<file path="src/rtl/audio_pkg.sv">
// Shared constants and read-FSM state type for the smoothing audio FIFO.
// The smoothing weight is a fraction of COEF_ONE, applied with a COEF_SHIFT right shift.
package audio_pkg;

    localparam int COEF_ONE   = 16;
    localparam int COEF_SHIFT = 4;
    localparam int COEF_W     = 5;

    typedef enum logic [2:0] {
        IDLE,
        FETCH,
        FILTER,
        PRESENT,
        ACKWAIT
    } rd_state_t;

    // Weights above unity saturate to unity.
    function automatic logic [COEF_W-1:0] clamp_coef(input logic [COEF_W-1:0] c);
        return (c > COEF_W'(COEF_ONE)) ? COEF_W'(COEF_ONE) : c;
    endfunction

endpackage

</file>
<file path="src/rtl/audio_sdp_ram.sv">
// Simple dual-port frame store: synchronous write, registered read, contents never cleared.
module audio_sdp_ram #(
    parameter int DATA_W = 36,
    parameter int ADDR_W = 6
) (
    input  logic              clk,
    input  logic              wr_en_i,
    input  logic [ADDR_W-1:0] wr_addr_i,
    input  logic [DATA_W-1:0] wr_data_i,
    input  logic              rd_en_i,
    input  logic [ADDR_W-1:0] rd_addr_i,
    output logic [DATA_W-1:0] rd_data_o
);

    logic [DATA_W-1:0] mem_q [0:(1<<ADDR_W)-1];
    logic [DATA_W-1:0] rd_data_q;

    always_ff @(posedge clk) begin
        if (wr_en_i) begin
            mem_q[wr_addr_i] <= wr_data_i;
        end
        if (rd_en_i) begin
            rd_data_q <= mem_q[rd_addr_i];
        end
    end

    assign rd_data_o = rd_data_q;

endmodule

</file>
<file path="src/rtl/audio_smooth_fifo.sv">
// Multi-channel audio FIFO with 4-phase handshakes on both sides and a per-channel
// first-order smoothing filter (or raw bypass) applied as each frame is read out.
module audio_smooth_fifo
    import audio_pkg::*;
#(
    parameter int WIDTH      = 18,
    parameter int CHANNELS   = 2,
    parameter int DEPTH_LOG2 = 6
) (
    input  logic                      clk,
    input  logic                      reset,
    input  logic                      in_ready,
    input  logic [CHANNELS*WIDTH-1:0] in_data,
    output logic                      in_received,
    output logic                      out_valid,
    output logic [CHANNELS*WIDTH-1:0] out_data,
    input  logic                      out_ack,
    input  logic [COEF_W-1:0]         coef,
    input  logic                      bypass,
    output logic [DEPTH_LOG2:0]       level,
    output logic                      full,
    output logic                      empty
);

    localparam int FRAME_W = CHANNELS * WIDTH;
    localparam int PTR_W   = DEPTH_LOG2 + 1;
    localparam int ACC_W   = WIDTH + 6;

    logic [PTR_W-1:0]   wr_ptr_q, wr_ptr_d, rd_ptr_q, rd_ptr_d, level_q, level_d;
    logic               full_q, empty_q, in_received_q;
    logic               wr_fire, rd_issue;
    rd_state_t          state_q, state_d;
    logic [FRAME_W-1:0] ram_rd_data, frame_q, y_all, y_prev_q, out_data_q;
    logic [COEF_W-1:0]  coef_a, coef_b;

    // in_received_q doubles as the "already served" flag until in_ready drops.
    assign wr_fire  = in_ready & ~in_received_q & ~full_q;
    assign rd_issue = (state_q == IDLE) & ~empty_q;

    assign wr_ptr_d = wr_ptr_q + PTR_W'(wr_fire);
    assign rd_ptr_d = rd_ptr_q + PTR_W'(rd_issue);
    assign level_d  = wr_ptr_d - rd_ptr_d;

    always_ff @(posedge clk) begin
        if (!reset) begin
            wr_ptr_q      <= '0;
            rd_ptr_q      <= '0;
            level_q       <= '0;
            full_q        <= 1'b0;
            empty_q       <= 1'b1;
            in_received_q <= 1'b0;
        end else begin
            wr_ptr_q      <= wr_ptr_d;
            rd_ptr_q      <= rd_ptr_d;
            level_q       <= level_d;
            full_q        <= (level_d == PTR_W'(1 << DEPTH_LOG2));
            empty_q       <= (level_d == '0);
            in_received_q <= in_ready & (in_received_q | wr_fire);
        end
    end

    audio_sdp_ram #(
        .DATA_W (FRAME_W),
        .ADDR_W (DEPTH_LOG2)
    ) u_ram (
        .clk       (clk),
        .wr_en_i   (wr_fire),
        .wr_addr_i (wr_ptr_q[DEPTH_LOG2-1:0]),
        .wr_data_i (in_data),
        .rd_en_i   (rd_issue),
        .rd_addr_i (rd_ptr_q[DEPTH_LOG2-1:0]),
        .rd_data_o (ram_rd_data)
    );

    always_ff @(posedge clk) begin
        if (state_q == FETCH) begin
            frame_q <= ram_rd_data;
        end
    end

    always_ff @(posedge clk) begin
        if (!reset) begin
            state_q <= IDLE;
        end else begin
            state_q <= state_d;
        end
    end

    always_comb begin
        state_d = state_q;
        unique case (state_q)
            IDLE:    if (!empty_q) state_d = FETCH;
            FETCH:   state_d = FILTER;
            FILTER:  state_d = PRESENT;
            PRESENT: if (out_ack) state_d = ACKWAIT;
            ACKWAIT: if (!out_ack) state_d = IDLE;
            default: state_d = IDLE;
        endcase
    end

    // Only consumed while in FILTER, so coef/bypass are effectively sampled there.
    assign coef_a = clamp_coef(coef);
    assign coef_b = COEF_W'(COEF_ONE) - coef_a;

    generate
        for (genvar gi = 0; gi < CHANNELS; gi++) begin : g_chan
            logic signed [WIDTH-1:0] x_s, yp_s;
            logic signed [ACC_W-1:0] acc;

            assign x_s  = $signed(frame_q[gi*WIDTH +: WIDTH]);
            assign yp_s = $signed(y_prev_q[gi*WIDTH +: WIDTH]);
            // a + b == unity, so the weighted sum cannot overflow ACC_W.
            assign acc  = ACC_W'(yp_s) * ACC_W'($signed({1'b0, coef_b}))
                        + ACC_W'(x_s)  * ACC_W'($signed({1'b0, coef_a}));
            assign y_all[gi*WIDTH +: WIDTH] = bypass ? frame_q[gi*WIDTH +: WIDTH]
                                                     : WIDTH'(acc >>> COEF_SHIFT);
        end
    endgenerate

    always_ff @(posedge clk) begin
        if (!reset) begin
            y_prev_q   <= '0;
            out_data_q <= '0;
        end else if (state_q == FILTER) begin
            y_prev_q   <= y_all;
            out_data_q <= y_all;
        end
    end

    assign in_received = in_received_q;
    assign out_valid   = (state_q == PRESENT);
    assign out_data    = out_data_q;
    assign level       = level_q;
    assign full        = full_q;
    assign empty       = empty_q;

endmodule
</file>
<file path="config.mk">
export PLATFORM = sky130hd
export DESIGN_NAME = audio_smooth_fifo
export DESIGN_NICKNAME = d
export VERILOG_FILES = /design/src/rtl/audio_pkg.sv /design/src/rtl/audio_sdp_ram.sv /design/src/rtl/audio_smooth_fifo.sv
export SDC_FILE = /design/constraint.sdc
export NUM_CORES = 2
export LEC_CHECK = 0
export BUFFER_PORTS_ARGS = -buffer_cell sky130_fd_sc_hd__buf_2
export CORE_MARGIN = 4
export CORE_UTILIZATION = 53
export CTS_CLUSTER_DIAMETER = 150
export CTS_CLUSTER_SIZE = 25
export DETAILED_ROUTE_END_ITERATION = 6
export PLACE_DENSITY = 0.81
export SETUP_SLACK_MARGIN = 0.2
export SYNTH_ARGS = -nofsm -noshare
export SYNTH_HDL_FRONTEND = slang
export SYNTH_SLANG_ARGS = --single-unit
</file>
<file path="constraint.sdc">
create_clock -name clk -period 9.2 [get_ports clk]
set_clock_uncertainty 0.1 [all_clocks]
set_input_delay 0 -clock clk [delete_from_list [all_inputs] [get_ports clk]]
set_output_delay 0 -clock clk [all_outputs]
set_load 0.02 [all_outputs]
</file>
==> impl_metrics.csv <==
group,metric,value,unit
worst_setup_path,max_stage_delay,0.66,ns
grt,grt.overflow.total,0,
sta,rsz0062_at_grt,"false",
worst_setup_path,crit_type,"in -> reg",
placement,dp_cells,7709,
clock_network,cts_htree_levels,3,
cells_and_area,mostFrequentLayoutCells,"edfxtp_1, mux4_2, inv_1",
cells_and_area,finalNetCount,5701,
drt,remaining_drc_errors,0,
drt,wl_met2,133,mm
drt,viasPerCell,6.70,
cells_and_area,fin_cells,7897,
hold_path,whs_path_depth,4,
status,status,"finished clean",
floorplanning,die_w,451,um
drt,drt-total-wl,276,mm
worst_setup_path,timing.critical_path.buf_inv,8,
worst_setup_path,required,9.74,ns
placement,portBuffers,92,
synth,ys.flop_type,"edfxtp_1",
drt,wl_met3,36.2,mm
synth,synth_top_area_frac,0.685,
synth,synthCells,5128,
synth,synth_area,104000,um^2
floorplanning,fp.dieH,451,um
worst_setup_path,crit_path_start_kind,"primary input",
sta,drv_slew,0,
sta,setup_tns,0,ns
placement,place_area,108000,um^2
worst_setup_path,path_delay_family,"adder cells",
synth,synth-edff-count,2376,
worst_setup_path,critPathMaxFanout,44,
cells_and_area,areaGrowthSynthToFinish,7.27,%
floorplanning,dieArea,204000,um^2
synth,synth_fp_nets,5592,
drt,wire_per_inst,35.0,um
sta,slew_headroom,0.174,
hold_path,holdPathEnd,"state_q[0]$_SDFFE_PN0P_",
sta,period_share,0.730,
power_and_ir_drop,power_density,225,nW/um^2
power_and_ir_drop,p_leak,35.9,nW
sta,final_hold_viol_count,0,
power_and_ir_drop,ir_worst_vdd,0.191,mV
clock_network,cts_tree,"built",
drt,wl_met1,93.2,mm
worst_setup_path,crit_slowest_cell,"buf_2",
worst_setup_path,worstSetupEndpointType,"flip-flop",
sta,fmax,0.149,GHz
cells_and_area,final_area,112000,um^2
sta,tightest_slew,1.24,ns
synth,ys_seq_elements,2439,
floorplanning,initial_core_util,0.534,
hold_path,worstHoldPathType,"in -> reg",
clock_network,numCtsBuffers,107,
placement,place.gp.congestion,0.871,
sta,min_period,6.72,ns
floorplanning,coreArea,195000,um^2
synth,async_flop_share,0,
synth,ys_types,56,
synth,syn_avg_cell_area,20.3,um^2
cells_and_area,drive_gt1_frac,0.218,
drt,vias,52887,
placement,dp_hpwl,151,mm
drt,antenna_left,0,
drt,highest_layer,"met5",
synth,seq_area_frac_synth,0.697,
worst_setup_path,crit_top_cell,"inv_1",
run,maxCapViolations,0,
clock_network,clk_latency,0.80,ns
grt,grt_max_degree,136,
synth,yosysTopAreaCell,"edfxtp_1",
grt,grt_pass1_vias,53128,
sta,setup_violations,0,
clock_network,clk_pin_slew,0.11,ns
clock_network,cts_buffer_depth,3,
grt,grt_pass1_wl,396,mm
grt,grt_antenna_before_repair,23,
grt,grt_usage,0.273,
floorplanning,rows,162,
clock_network,clock-root-buffer,"clkbuf_16",
clock_network,ctsResizeCount,0,
cells_and_area,layout_commonest_cell,"edfxtp_1",
worst_setup_path,timing.rr.start,"frame_q[28]$_DFFE_PP_",
floorplanning,pin_count,93,
drt,first_pass_iters,6,
worst_setup_path,r2r_slack,3.16,ns
cells_and_area,fillers,13569,
worst_setup_path,r2r_cells,17,
clock_network,clock_sinks,2439,
drt,drtIter0Drc,9560,
synth,yosysWarningCount,0,
power_and_ir_drop,finalPower,0.0251,W
worst_setup_path,rr_endpoint,"out_data[35]$_SDFFE_PN0P_",
worst_setup_path,worst_ep_arrival_time,7.25,ns
hold_path,min_from,"out_ack",
synth,synth_area_leaders,"edfxtp_1, mux4_2, fa_1",
## per-stage QoR
step                      utilization  hold slack (ns)  worst slack (ns)
final                           0.573           0.0440              2.48
after global routing            0.572           0.0294              2.13
after CTS                       0.572          0.00859              2.53
after detailed placement        0.555            0.144              1.74
after global placement          0.555            0.132              1.96
after floorplan                     -         -0.00113              2.25
## logic make-up (layout without fill, tap and decap cells)
kind of cell	Yosys count	after routing	synth area share
AO/OA/AOI/OAI	194	194	0.0117
multiplexers	764	764	0.163
adder cells (fa/ha/maj)	418	418	0.0702
buffers and inverters	649	783	0.0243
XOR/XNOR	73	73	0.00614
AND/OR/NAND/NOR	591	591	0.0281
flip-flops	2439	2439	0.697
other	0	11	0
## worst reg2reg max path, stage by stage (launching register included)
cell and delay (ns):
edfxtp_1 0.71, nand2_1 0.16, fa_1 0.54, inv_1 0.06
fa_1 0.57, fa_1 0.44, fa_1 0.49, inv_1 0.05
fa_1 0.47, inv_1 0.04, ha_1 0.31, a21o_1 0.20
or4_1 0.41, o221a_2 0.36, a211oi_2 0.34, o21bai_1 0.14
o41ai_1 0.41, o31ai_1 0.13
## synthesized netlist by cell type (3+ instances only)
master       n
o22ai_1      4
a21o_1      13
o21ai_0     43
dfxtp_1     63
nand3_1     18
nor3b_1      3
nand4_1      4
inv_1      410
clkbuf_1   141
o21a_1       5
or3_1        4
mux2_2       5
o21bai_1     6
buf_2       55
a31oi_1      6
and3_1       3
a21oi_1     67
and2_1     177
nor2b_1     53
a311oi_1     3
nor3_1       5
nand2b_1     7
nor2_1      98
buf_1       37
a211o_1      3
buf_4        3
mux4_2     743
edfxtp_1  2376
nand3b_1     4
fa_1       277
xor2_1      16
o211a_1     10
a211oi_1     4
o211ai_1    13
ha_1       141
xnor2_1     57
nand2_1    206
mux2i_1     16
o221ai_1     5
## cell type report
cell class | count | area (um^2) | area share
sequential | 2439 | 72600 | 0.650
multi-input combinational | 2040 | 29600 | 0.265
tap | 2624 | 3280 | 0.0294
clock buffer | 125 | 2770 | 0.0248
timing repair buffer | 238 | 1760 | 0.0158
inverter | 411 | 1540 | 0.0138
clock inverter | 9 | 166 | 0.00149
antenna | 11 | 27.5 | 0.000246
## worst max-delay path by stage
stage                            start                         to  slack, ns  depth (start not counted)
6_report                       coef[4]  out_data[35]$_SDFFE_PN0P_       2.48                         25
5_1_grt                        coef[4]  out_data[35]$_SDFFE_PN0P_       2.13                         25
4_1_cts                        coef[4]  out_data[35]$_SDFFE_PN0P_       2.53                         25
3_5_place_dp                   coef[4]  out_data[35]$_SDFFE_PN0P_       1.74                         25
3_3_place_gp                   coef[4]  out_data[35]$_SDFFE_PN0P_       1.96                         25
2_1_floorplan  state_q[0]$_SDFFE_PN0P_           empty$_SDFF_PN1_       2.25                         14
## flip-flops by register name, indices dropped and copies added, names as in the netlist
| name | cells |
|---|---|
| u_ram.mem_q | 2304 |
| frame_q | 36 |
| out_data | 36 |
| u_ram.rd_data_o | 36 |
| level | 7 |
| rd_ptr_q | 7 |
| wr_ptr_q | 7 |
| state_q | 3 |
| empty | 1 |
| full | 1 |
| in_received | 1 |
## report_power, final
part           switching [W]  internal (W)  leakage (nW)
sequential          0.000368        0.0125          21.9
clock                0.00328       0.00218          1.42
combinational        0.00367       0.00317          12.6
total                0.00732        0.0178          35.9
## routing by layer
layer  up-vias  track usage
li1      20184            -
met1     27694        0.365
met2      4258        0.433
met3       737       0.0761
met4        14        0.105
met5         -            0
## what timing repair did
action / CTS / global route
endpoints found under the hold margin: 2365 / 0
setup buffers: 0 / 0
hold buffers: 43 / 0
setup endpoints to repair: 0 / 0
No activity file was read; power rests on OpenSTA's default activity.
